File: config.mk
export PLATFORM = sky130hd
export DESIGN_NAME = circ_fifo_mon
export DESIGN_NICKNAME = d
export VERILOG_FILES = /design/src/rtl/circ_fifo_mon.sv
export SDC_FILE = /design/constraint.sdc
export NUM_CORES = 1
export LEC_CHECK = 0
export CAP_MARGIN = 10
export CORE_MARGIN = 1.5
export CORE_UTILIZATION = 53
export CTS_CLUSTER_DIAMETER = 100
export CTS_CLUSTER_SIZE = 8
export DETAILED_ROUTE_END_ITERATION = 10
export PLACE_DENSITY = 0.83
export SLEW_MARGIN = 20
export SYNTH_ARGS = -nofsm -noshare
export SYNTH_HDL_FRONTEND = slang
export SYNTH_SLANG_ARGS = --single-unit
File: constraint.sdc
create_clock -name clk_i -period 6.85 [get_ports clk_i]
set_input_delay 0.685 -clock clk_i [delete_from_list [all_inputs] [get_ports clk_i]]
set_output_delay 0.685 -clock clk_i [all_outputs]
set_load 0.1 [all_outputs]
File: src/rtl/circ_fifo_mon.sv
`default_nettype none
// ============================================================================
// Module   : circ_fifo_mon
// Purpose  : Single-clock circular FIFO with occupancy and throughput
//            statistics: almost-full/almost-empty thresholds, high-water
//            mark, rejected-write/read pulses and saturating event counters,
//            synchronous flush and synchronous statistics clear.
// Ports    : clk_i          - clock, rising edge
//            rst_ni         - asynchronous active-low reset
//            wr_en_i/data_i - write request and data
//            rd_en_i/data_o - read request, registered read data
//            flush_i        - discard contents (statistics kept)
//            clr_stats_i    - clear counters, reload high-water mark
//            full_o/empty_o/almost_full_o/almost_empty_o - decodes of count_o
//            count_o        - current occupancy 0..DEPTH
//            max_count_o    - high-water mark
//            overflow_o/underflow_o - one-cycle pulses after a reject
//            ovf_cnt_o/udf_cnt_o    - saturating reject counters
// Revision : 1.0 - initial release
// ============================================================================
module circ_fifo_mon #(
    parameter int DATA_W       = 8,
    parameter int FIFO_DEPTH_W = 2,
    parameter int AF_THRESH    = 3,
    parameter int AE_THRESH    = 1,
    parameter int CNT_W        = 16
) (
    input  logic                    clk_i,
    input  logic                    rst_ni,
    input  logic                    wr_en_i,
    input  logic [DATA_W-1:0]       data_i,
    input  logic                    rd_en_i,
    output logic [DATA_W-1:0]       data_o,
    input  logic                    flush_i,
    input  logic                    clr_stats_i,
    output logic                    full_o,
    output logic                    empty_o,
    output logic                    almost_full_o,
    output logic                    almost_empty_o,
    output logic [FIFO_DEPTH_W:0]   count_o,
    output logic [FIFO_DEPTH_W:0]   max_count_o,
    output logic                    overflow_o,
    output logic                    underflow_o,
    output logic [CNT_W-1:0]        ovf_cnt_o,
    output logic [CNT_W-1:0]        udf_cnt_o
);

    localparam int                   c_DEPTH     = 2 ** FIFO_DEPTH_W;
    localparam logic [FIFO_DEPTH_W:0] c_DEPTH_CNT = (FIFO_DEPTH_W+1)'(c_DEPTH);
    localparam logic [FIFO_DEPTH_W:0] c_AF_CNT    = (FIFO_DEPTH_W+1)'(AF_THRESH);
    localparam logic [FIFO_DEPTH_W:0] c_AE_CNT    = (FIFO_DEPTH_W+1)'(AE_THRESH);
    localparam logic [CNT_W-1:0]      c_CNT_MAX   = {CNT_W{1'b1}};
    localparam logic [FIFO_DEPTH_W-1:0] c_PTR_ONE = FIFO_DEPTH_W'(1);
    localparam logic [FIFO_DEPTH_W:0] c_CNT_ONE   = (FIFO_DEPTH_W+1)'(1);

    // Illegal thresholds stop elaboration rather than silently misbehaving.
    if (AF_THRESH < 1 || AF_THRESH > c_DEPTH) begin : g_bad_af_thresh
        $fatal(1, "circ_fifo_mon: AF_THRESH=%0d out of range 1..%0d", AF_THRESH, c_DEPTH);
    end
    if (AE_THRESH < 0 || AE_THRESH > c_DEPTH - 1) begin : g_bad_ae_thresh
        $fatal(1, "circ_fifo_mon: AE_THRESH=%0d out of range 0..%0d", AE_THRESH, c_DEPTH - 1);
    end
    if (DATA_W < 1 || FIFO_DEPTH_W < 1 || CNT_W < 1) begin : g_bad_widths
        $fatal(1, "circ_fifo_mon: DATA_W, FIFO_DEPTH_W and CNT_W must be >= 1");
    end

    logic [DATA_W-1:0]       r_mem [c_DEPTH];
    logic [FIFO_DEPTH_W-1:0] r_wr_ptr;
    logic [FIFO_DEPTH_W-1:0] r_rd_ptr;
    logic [FIFO_DEPTH_W:0]   r_count;
    logic [FIFO_DEPTH_W:0]   r_max_count;
    logic [DATA_W-1:0]       r_data;
    logic                    r_overflow;
    logic                    r_underflow;
    logic [CNT_W-1:0]        r_ovf_cnt;
    logic [CNT_W-1:0]        r_udf_cnt;

    logic                    w_full;
    logic                    w_empty;
    logic                    w_wr_acc;
    logic                    w_rd_acc;
    logic                    w_wr_rej;
    logic                    w_rd_rej;
    logic [FIFO_DEPTH_W:0]   w_count_nxt;

    // Flags come only from the registered count, never from this cycle's requests.
    assign w_full  = (r_count == c_DEPTH_CNT);
    assign w_empty = (r_count == '0);

    // A flush swallows both requests: nothing is accepted and nothing is a reject.
    assign w_wr_acc = wr_en_i & ~w_full  & ~flush_i;
    assign w_rd_acc = rd_en_i & ~w_empty & ~flush_i;
    assign w_wr_rej = wr_en_i &  w_full  & ~flush_i;
    assign w_rd_rej = rd_en_i &  w_empty & ~flush_i;

    always_comb begin
        w_count_nxt = r_count;
        if (flush_i) begin
            w_count_nxt = '0;
        end else begin
            case ({w_wr_acc, w_rd_acc})
                2'b10:   w_count_nxt = r_count + c_CNT_ONE;
                2'b01:   w_count_nxt = r_count - c_CNT_ONE;
                default: w_count_nxt = r_count;
            endcase
        end
    end

    // Storage is not reset; occupancy is tracked by r_count alone.
    always_ff @(posedge clk_i) begin
        if (w_wr_acc) begin
            r_mem[r_wr_ptr] <= data_i;
        end
    end

    always_ff @(posedge clk_i or negedge rst_ni) begin
        if (!rst_ni) begin
            r_wr_ptr    <= '0;
            r_rd_ptr    <= '0;
            r_count     <= '0;
            r_max_count <= '0;
            r_data      <= '0;
            r_overflow  <= 1'b0;
            r_underflow <= 1'b0;
            r_ovf_cnt   <= '0;
            r_udf_cnt   <= '0;
        end else begin
            r_count     <= w_count_nxt;
            r_overflow  <= w_wr_rej;
            r_underflow <= w_rd_rej;

            if (flush_i) begin
                r_wr_ptr <= '0;
                r_rd_ptr <= '0;
            end else begin
                if (w_wr_acc) begin
                    r_wr_ptr <= r_wr_ptr + c_PTR_ONE;
                end
                if (w_rd_acc) begin
                    r_rd_ptr <= r_rd_ptr + c_PTR_ONE;
                    r_data   <= r_mem[r_rd_ptr];
                end
            end

            // Clearing statistics restarts the high-water mark from the new occupancy.
            if (clr_stats_i) begin
                r_max_count <= w_count_nxt;
            end else if (w_count_nxt > r_max_count) begin
                r_max_count <= w_count_nxt;
            end

            if (clr_stats_i) begin
                r_ovf_cnt <= '0;
                r_udf_cnt <= '0;
            end else begin
                if (w_wr_rej && r_ovf_cnt != c_CNT_MAX) begin
                    r_ovf_cnt <= r_ovf_cnt + CNT_W'(1);
                end
                if (w_rd_rej && r_udf_cnt != c_CNT_MAX) begin
                    r_udf_cnt <= r_udf_cnt + CNT_W'(1);
                end
            end
        end
    end

    assign full_o         = w_full;
    assign empty_o        = w_empty;
    assign almost_full_o  = (r_count >= c_AF_CNT);
    assign almost_empty_o = (r_count <= c_AE_CNT);
    assign count_o        = r_count;
    assign max_count_o    = r_max_count;
    assign data_o         = r_data;
    assign overflow_o     = r_overflow;
    assign underflow_o    = r_underflow;
    assign ovf_cnt_o      = r_ovf_cnt;
    assign udf_cnt_o      = r_udf_cnt;

endmodule
`default_nettype wire

==> impl_metrics.py, run 1 <==
metrics = {
    "logic_synthesis": {
        "async_flop_share": 0.619,
        "synthCells": 328,
        "syn_area_mm2": 0.00410,
        "synth_flop_cell": "dfrtp_1",
        "avgSynthCellArea_um2": 12.5,
        "ys_warn_count": 0,
        "syn-num-nets": 358,
        "synth_seq_cells": 84,
        "ys_types": 53,
        "seq_area_frac_synth": 0.552,
        "synth_edf_count": 32,
    },
    "pwr": {
        "p_leak_nw": 1.92,
        "power.density_mw_per_mm2": 251,
        "ir_worst_vdd_mv": 0.152,
    },
    "routing": {
        "drt_iter0_markers": 169,
        "antenna_left": 0,
        "num_vias": 2734,
        "drc": 0,
        "routed_wl_mm": 7.87,
        "viasPerCell": 5.50,
        "wire_per_inst_um": 15.8,
        "drtPass1Iterations": 4,
    },
    "global_route": {
        "gr-usage-met1": 0.267,
        "grt_pass1_vias": 2721,
        "grt_pass1_wl_mm": 13.2,
        "use_met2": 0.338,
        "grt_use_met3": 0.0419,
        "track_usage": 0.205,
        "grt-busiest-layer": "met2",
        "grt_start_max_net_pins": 53,
        "grt_antenna_before_repair": 0,
        "gr-total-overflow": 0,
    },
    "clock_network": {
        "cts.sinks": 84,
        "max-clock-path-buffers": 2,
        "clock_latency_ps": 350,
        "clock_tree.root_cell": "clkbuf_8",
        "cts_tree": "built",
        "cts_resized": 0,
        "cts_htree_levels": 3,
        "ctsHoldBuffers": 0,
        "postCtsSetupBuffers": 0,
        "cts.clk_slew.worst_paths_ps": 90,
        "cts_made_buffers": 9,
    },
    "setup_path": {
        "required_ps": 7090,
        "slowest_delay_ps": 510,
        "regToRegEndpoint": "max_count_o[2]",
        "path_max_fanout": 7,
        "r2r-start": "count_o[0]",
        "reg2regPathDepth": 15,
        "startpoint_type": "flip-flop",
        "slowest_stage": "a211oi_1",
        "worst_setup_path_end_kind": "flip-flop",
        "path_cells": "inv_1, ha_1, and2_1, nor2b_1, nor2b_1, inv_1, ha_1, a211oi_1, a211oi_1, ha_1, nor2b_1, o21ai_0, nand2b_1, a21oi_1, mux2_2",
        "crit_start": "count_o[0]",
        "r2r_setup_slack_ps": 2690,
        "cp.arrival_ps": 4400,
        "path_class": "flip-flop to flip-flop",
    },
    "final_layout": {
        "final_nets": 423,
        "area_growth_pct": 21.6,
        "design_area_mm2": 0.00498,
        "mostFrequentLayoutCells": "64 x clkdlybuf4s50_1, 52 x dfrtp_1, 42 x nor2_1",
        "stdcell_count": 497,
        "utilization": 0.676,
        "diodes": 0,
        "final_common_cell": "clkdlybuf4s50_1",
        "layout-drive-gt1-share": 0.141,
    },
    "sta": {
        "worst_pin_slew_ps": 993,
        "fmax_mhz": 240,
        "fin_ws_ps": 2690,
        "fin_crit_sh": 0.608,
        "relSlewSlack": 0.336,
        "report.final.slew_viol_count": 0,
        "finalClockSkew_ps": 10.2,
        "setup-tns-final_ps": 0,
        "finalHoldViolations": 0,
        "rsz0062_at_grt": "false",
        "finalSetupViolCount": 0,
        "finalCriticalPeriod_ps": 4160,
    },
    "floorplan": {
        "rows": 31,
        "core_mm2": 0.00737,
        "dieArea_mm2": 0.00827,
        "initial_utilization": 0.556,
        "fp.dieH_um": 90.9,
        "die_w_um": 90.9,
        "pin_count": 66,
    },
    "placed_design": {
        "place_inst": 481,
        "place_ws_ps": 2570,
        "portBuffers": 65,
        "place_hpwl_mm": 5.43,
        "gp_congestion": 0.842,
        "placed_area_mm2": 0.00480,
    },
    "job": {
        "cap_violations": 0,
    },
    "worst_hold_path": {
        "hp-class": "primary input to asynchronous set/reset pin",
    },
    "status": {
        "outcome": "complete, no violations",
    },
}
==> power by group <==
group	internal (mW)	total (mW)	switching [mW]
logic	0.0909	0.349	0.258
clock network	0.144	0.325	0.181
registers	0.554	0.576	0.0219
==> per-layer routing <==
| layer | up-vias | routed length [µm] |
|---|---|---|
| met1 | 1352 | 3540 |
| met5 | - | 0 |
| met3 | 10 | 323 |
| met4 | 0 | 95 |
| met2 | 69 | 3910 |
| li1 | 1303 | - |
==> logic make-up (layout without fill, tap and decap cells) <==
kind of cell / count (synthesis) / count (layout) / synth area share
adders and majority gates: 16 / 16 / 0.0489
buffers and inverters: 31 / 101 / 0.0373
and+or+nand+nor: 117 / 117 / 0.172
muxes: 21 / 21 / 0.0791
AOI/OAI and AO/OA: 32 / 32 / 0.0531
xor gates and xnor gates: 27 / 27 / 0.0577
DFF: 84 / 84 / 0.552
==> worst max path at each step <==
| stage | endpoint | slack (ps) | cells after the start |
|---|---|---|---|
| floorplan | max_count_o[0] | 1950 | 16 |
| global placement | max_count_o[2] | 2720 | 12 |
| detailed placement | max_count_o[1] | 2570 | 13 |
| CTS | max_count_o[2] | 2740 | 16 |
| global route | max_count_o[2] | 2450 | 16 |
| finish | max_count_o[2] | 2690 | 15 |
==> synth_stat cells, drive strengths merged, types with 2 or more instances <==
| cell | number | area share |
|---|---|---|
| dfrtp | 52 | 0.32 |
| nor2 | 43 | 0.040 |
| edfxtp | 32 | 0.23 |
| inv | 18 | 0.016 |
| ha | 16 | 0.049 |
| xnor2 | 16 | 0.034 |
| nand2 | 14 | 0.013 |
| mux2 | 11 | 0.030 |
| nand4 | 11 | 0.020 |
| xor2 | 11 | 0.024 |
| a21oi | 8 | 0.0098 |
| and2 | 8 | 0.012 |
| buf | 8 | 0.016 |
| mux4 | 8 | 0.044 |
| nand3 | 7 | 0.0085 |
| o21ai | 7 | 0.0085 |
| and4 | 6 | 0.013 |
| nor4 | 6 | 0.020 |
| a211oi | 5 | 0.0092 |
| clkbuf | 5 | 0.0046 |
| a31oi | 4 | 0.0076 |
| and3 | 4 | 0.0061 |
| nor2b | 4 | 0.0061 |
| nor3 | 3 | 0.0037 |
| nor3b | 3 | 0.0079 |
| a311oi | 2 | 0.0058 |
| mux2i | 2 | 0.0049 |
| o211ai | 2 | 0.0037 |
==> cell type report <==
type / count / area, µm²
multi-input cells: 213 / 1680
inverters: 18 / 67.6
fillers: 571 / 2390
well taps: 99 / 124
repair buffers: 67 / 661
clock inverters: 6 / 46.3
flip-flops and latches: 84 / 2260
clock buffers: 10 / 138
==> registers in the layout, indices dropped and copies added (netlist names) <==
signal       flops
ovf_cnt_o       16
r_wr_ptr         2
r_mem           32
data_o           8
underflow_o      1
max_count_o      3
count_o          3
udf_cnt_o       16
r_rd_ptr         2
overflow_o       1
==> per-stage QoR <==
step	total power [mW]	hold slack, ps
3_3_place_gp	0.929	495
6_report	1.25	450
3_5_place_dp	0.938	496
2_1_floorplan	0.845	389
4_1_cts	1.26	464
5_1_grt	1.30	498
==> worst max-delay path: cells and delay by family, from the launching register on <==
family	cells	cell delay, ps
AOI/OAI and AO/OA	4	1000
adders and majority gates	3	1040
and+or+nand+nor	5	980
muxes	1	380
buffers and inverters	2	200
DFF	1	460
(Power assumes the default switching activity.)
==> run 2: changes to the inputs <==
- clock period: 6.85 -> 4.1 ns (I/O delays scaled with it)
==> impl_metrics.py, run 2 (synthesized netlist as in run 1, its figures left out) <==
metrics = {
    "clock_network": {
        "cts_htree_levels": 3,
        "cts_made_buffers": 9,
        "clock_tree.root_cell": "clkbuf_8",
        "cts.clk_slew.worst_paths_ps": 90,
        "cts.sinks": 84,
        "clock_latency_ps": 340,
        "postCtsSetupBuffers": 0,
        "cts_tree": "built",
        "max-clock-path-buffers": 2,
    },
    "job": {
        "cap_violations": 0,
    },
    "sta": {
        "finalHoldViolations": 0,
        "relSlewSlack": 0.340,
        "finalCriticalPeriod_ps": 3830,
        "setup-tns-final_ps": 0,
        "rsz0062_at_grt": "false",
        "finalSetupViolCount": 0,
        "fin_crit_sh": 0.935,
        "fin_ws_ps": 268,
        "worst_pin_slew_ps": 987,
        "finalClockSkew_ps": 9.25,
        "report.final.slew_viol_count": 0,
        "fmax_mhz": 261,
    },
    "setup_path": {
        "required_ps": 4330,
        "worst_setup_path_end_kind": "flip-flop",
        "path_max_fanout": 7,
        "startpoint_type": "flip-flop",
        "cp.arrival_ps": 4060,
        "path_class": "flip-flop to flip-flop",
    },
    "final_layout": {
        "design_area_mm2": 0.00503,
        "utilization": 0.682,
        "layout-drive-gt1-share": 0.158,
        "top_register": "r_mem",
        "mostFrequentLayoutCells": "64 x clkdlybuf4s50_1, 50 x dfrtp_1, 42 x nor2_1",
        "largest_register_ffs": 32,
        "area_growth_pct": 22.7,
        "final_common_cell": "clkdlybuf4s50_1",
        "final_nets": 426,
        "diodes": 0,
    },
    "routing": {
        "routed_wl_mm": 7.96,
        "viasPerCell": 5.50,
        "wire_per_inst_um": 15.9,
        "drc": 0,
        "drt_iter0_markers": 155,
        "antenna_left": 0,
        "num_vias": 2743,
        "drtPass1Iterations": 4,
    },
    "status": {
        "outcome": "complete, no violations",
    },
    "placed_design": {
        "place_hpwl_mm": 5.61,
        "placed_area_mm2": 0.00483,
        "place_ws_ps": 257,
        "portBuffers": 65,
        "gp_congestion": 0.835,
    },
    "worst_hold_path": {
        "hp-class": "primary input to asynchronous set/reset pin",
    },
    "floorplan": {
        "core_mm2": 0.00737,
        "initial_utilization": 0.556,
        "rows": 31,
        "dieArea_mm2": 0.00827,
        "pin_count": 66,
        "die_w_um": 90.9,
        "fp.dieH_um": 90.9,
    },
    "global_route": {
        "track_usage": 0.210,
        "grt_pass1_wl_mm": 13.7,
        "grt_pass1_vias": 2808,
        "grt_start_max_net_pins": 35,
        "gr-total-overflow": 0,
        "grt_antenna_before_repair": 0,
    },
    "pwr": {
        "p_leak_nw": 1.94,
        "ir_worst_vdd_mv": 0.238,
        "power.density_mw_per_mm2": 421,
    },
}
run 2: cell types whose count changed in the layout (fill, tap and decap cells not counted), sizes merged:
| cell | previous run | this run |
|---|---|---|
| inv | 20 | 19 |
| clkinvlp | 2 | 1 |
| buf | 3 | 6 |
| clkinv | 2 | 3 |
| clkbuf | 10 | 9 |
| bufinv | 0 | 1 |
run 2: final cells by class:
type | count | area [µm²]
fill | 562 | 2340
sequential | 84 | 2270
multi-input combinational | 213 | 1690
timing repair buffer | 70 | 683
clock buffer | 9 | 124
tap | 99 | 124
inverter | 18 | 67.6
clock inverter | 6 | 65.1
run 2: per-stage QoR:
stage	hold WS, ps	instances	power [mW]
after floorplan	114	328	1.41
after global placement	492	484	1.55
after detailed placement	501	484	1.56
after CTS	168	499	2.13
after global routing	199	499	2.19
final	146	499	2.12
run 2: critical path, stage by stage, from the launching register on:
cell and delay, ps:
dfrtp_4 460, inv_1 90, ha_1 270, and2_4 170, nor2b_1 230, nor2b_1 210
inv_1 60, ha_1 370, or3b_2 460, o21ai_0 90, a221oi_1 90, nor2_1 190
ha_1 280, o21ai_0 80, nand2b_1 100, a21oi_2 220, mux2_2 360
run 2: worst paths after layout:
check / to / cells past startpoint / from / slack, ps
max: max_count_o[2] / 16 / count_o[0] / 270
min: ovf_cnt_o[12] / 1 / rst_ni / 150
max reg2reg: max_count_o[2] / 16 / count_o[0] / 270
min reg2reg: data_o[4] / 1 / data_o[4] / 510
max in group asynchronous: count_o[1] / 2 / rst_ni / 3160
min in group clk_i: data_o[4] / 1 / data_o[4] / 510
run 2: timing repair:
item,4_1_cts,5_1_grt
hold buffers,0,0
setup endpoints to repair,0,3
resized for setup,0,2
run 2: layer usage:
metal / vias to the layer above / GRT usage / wire [µm] / share of wire
met5: - / 0 / 0 / 0
met4: 0 / 0.0638 / 115 / 0.014
met3: 10 / 0.0469 / 292 / 0.037
met2: 76 / 0.349 / 4040 / 0.51
met1: 1342 / 0.276 / 3510 / 0.44
li1: 1315 / - / - / -
run 2: report_power, final:
part	total, mW	switching (mW)	leakage (nW)	internal (mW)
Sequential	0.961	0.0345	0.993	0.927
Combinational	0.586	0.432	0.851	0.155
Clock	0.571	0.292	0.0955	0.279
==> run 3: changes to the inputs <==
- CTS_BUF_LIST: not set -> sky130_fd_sc_hd__clkbuf_8
==> results of run 3 <==
Same layout as run 2: the final DEF is identical, and so are final timing and power.
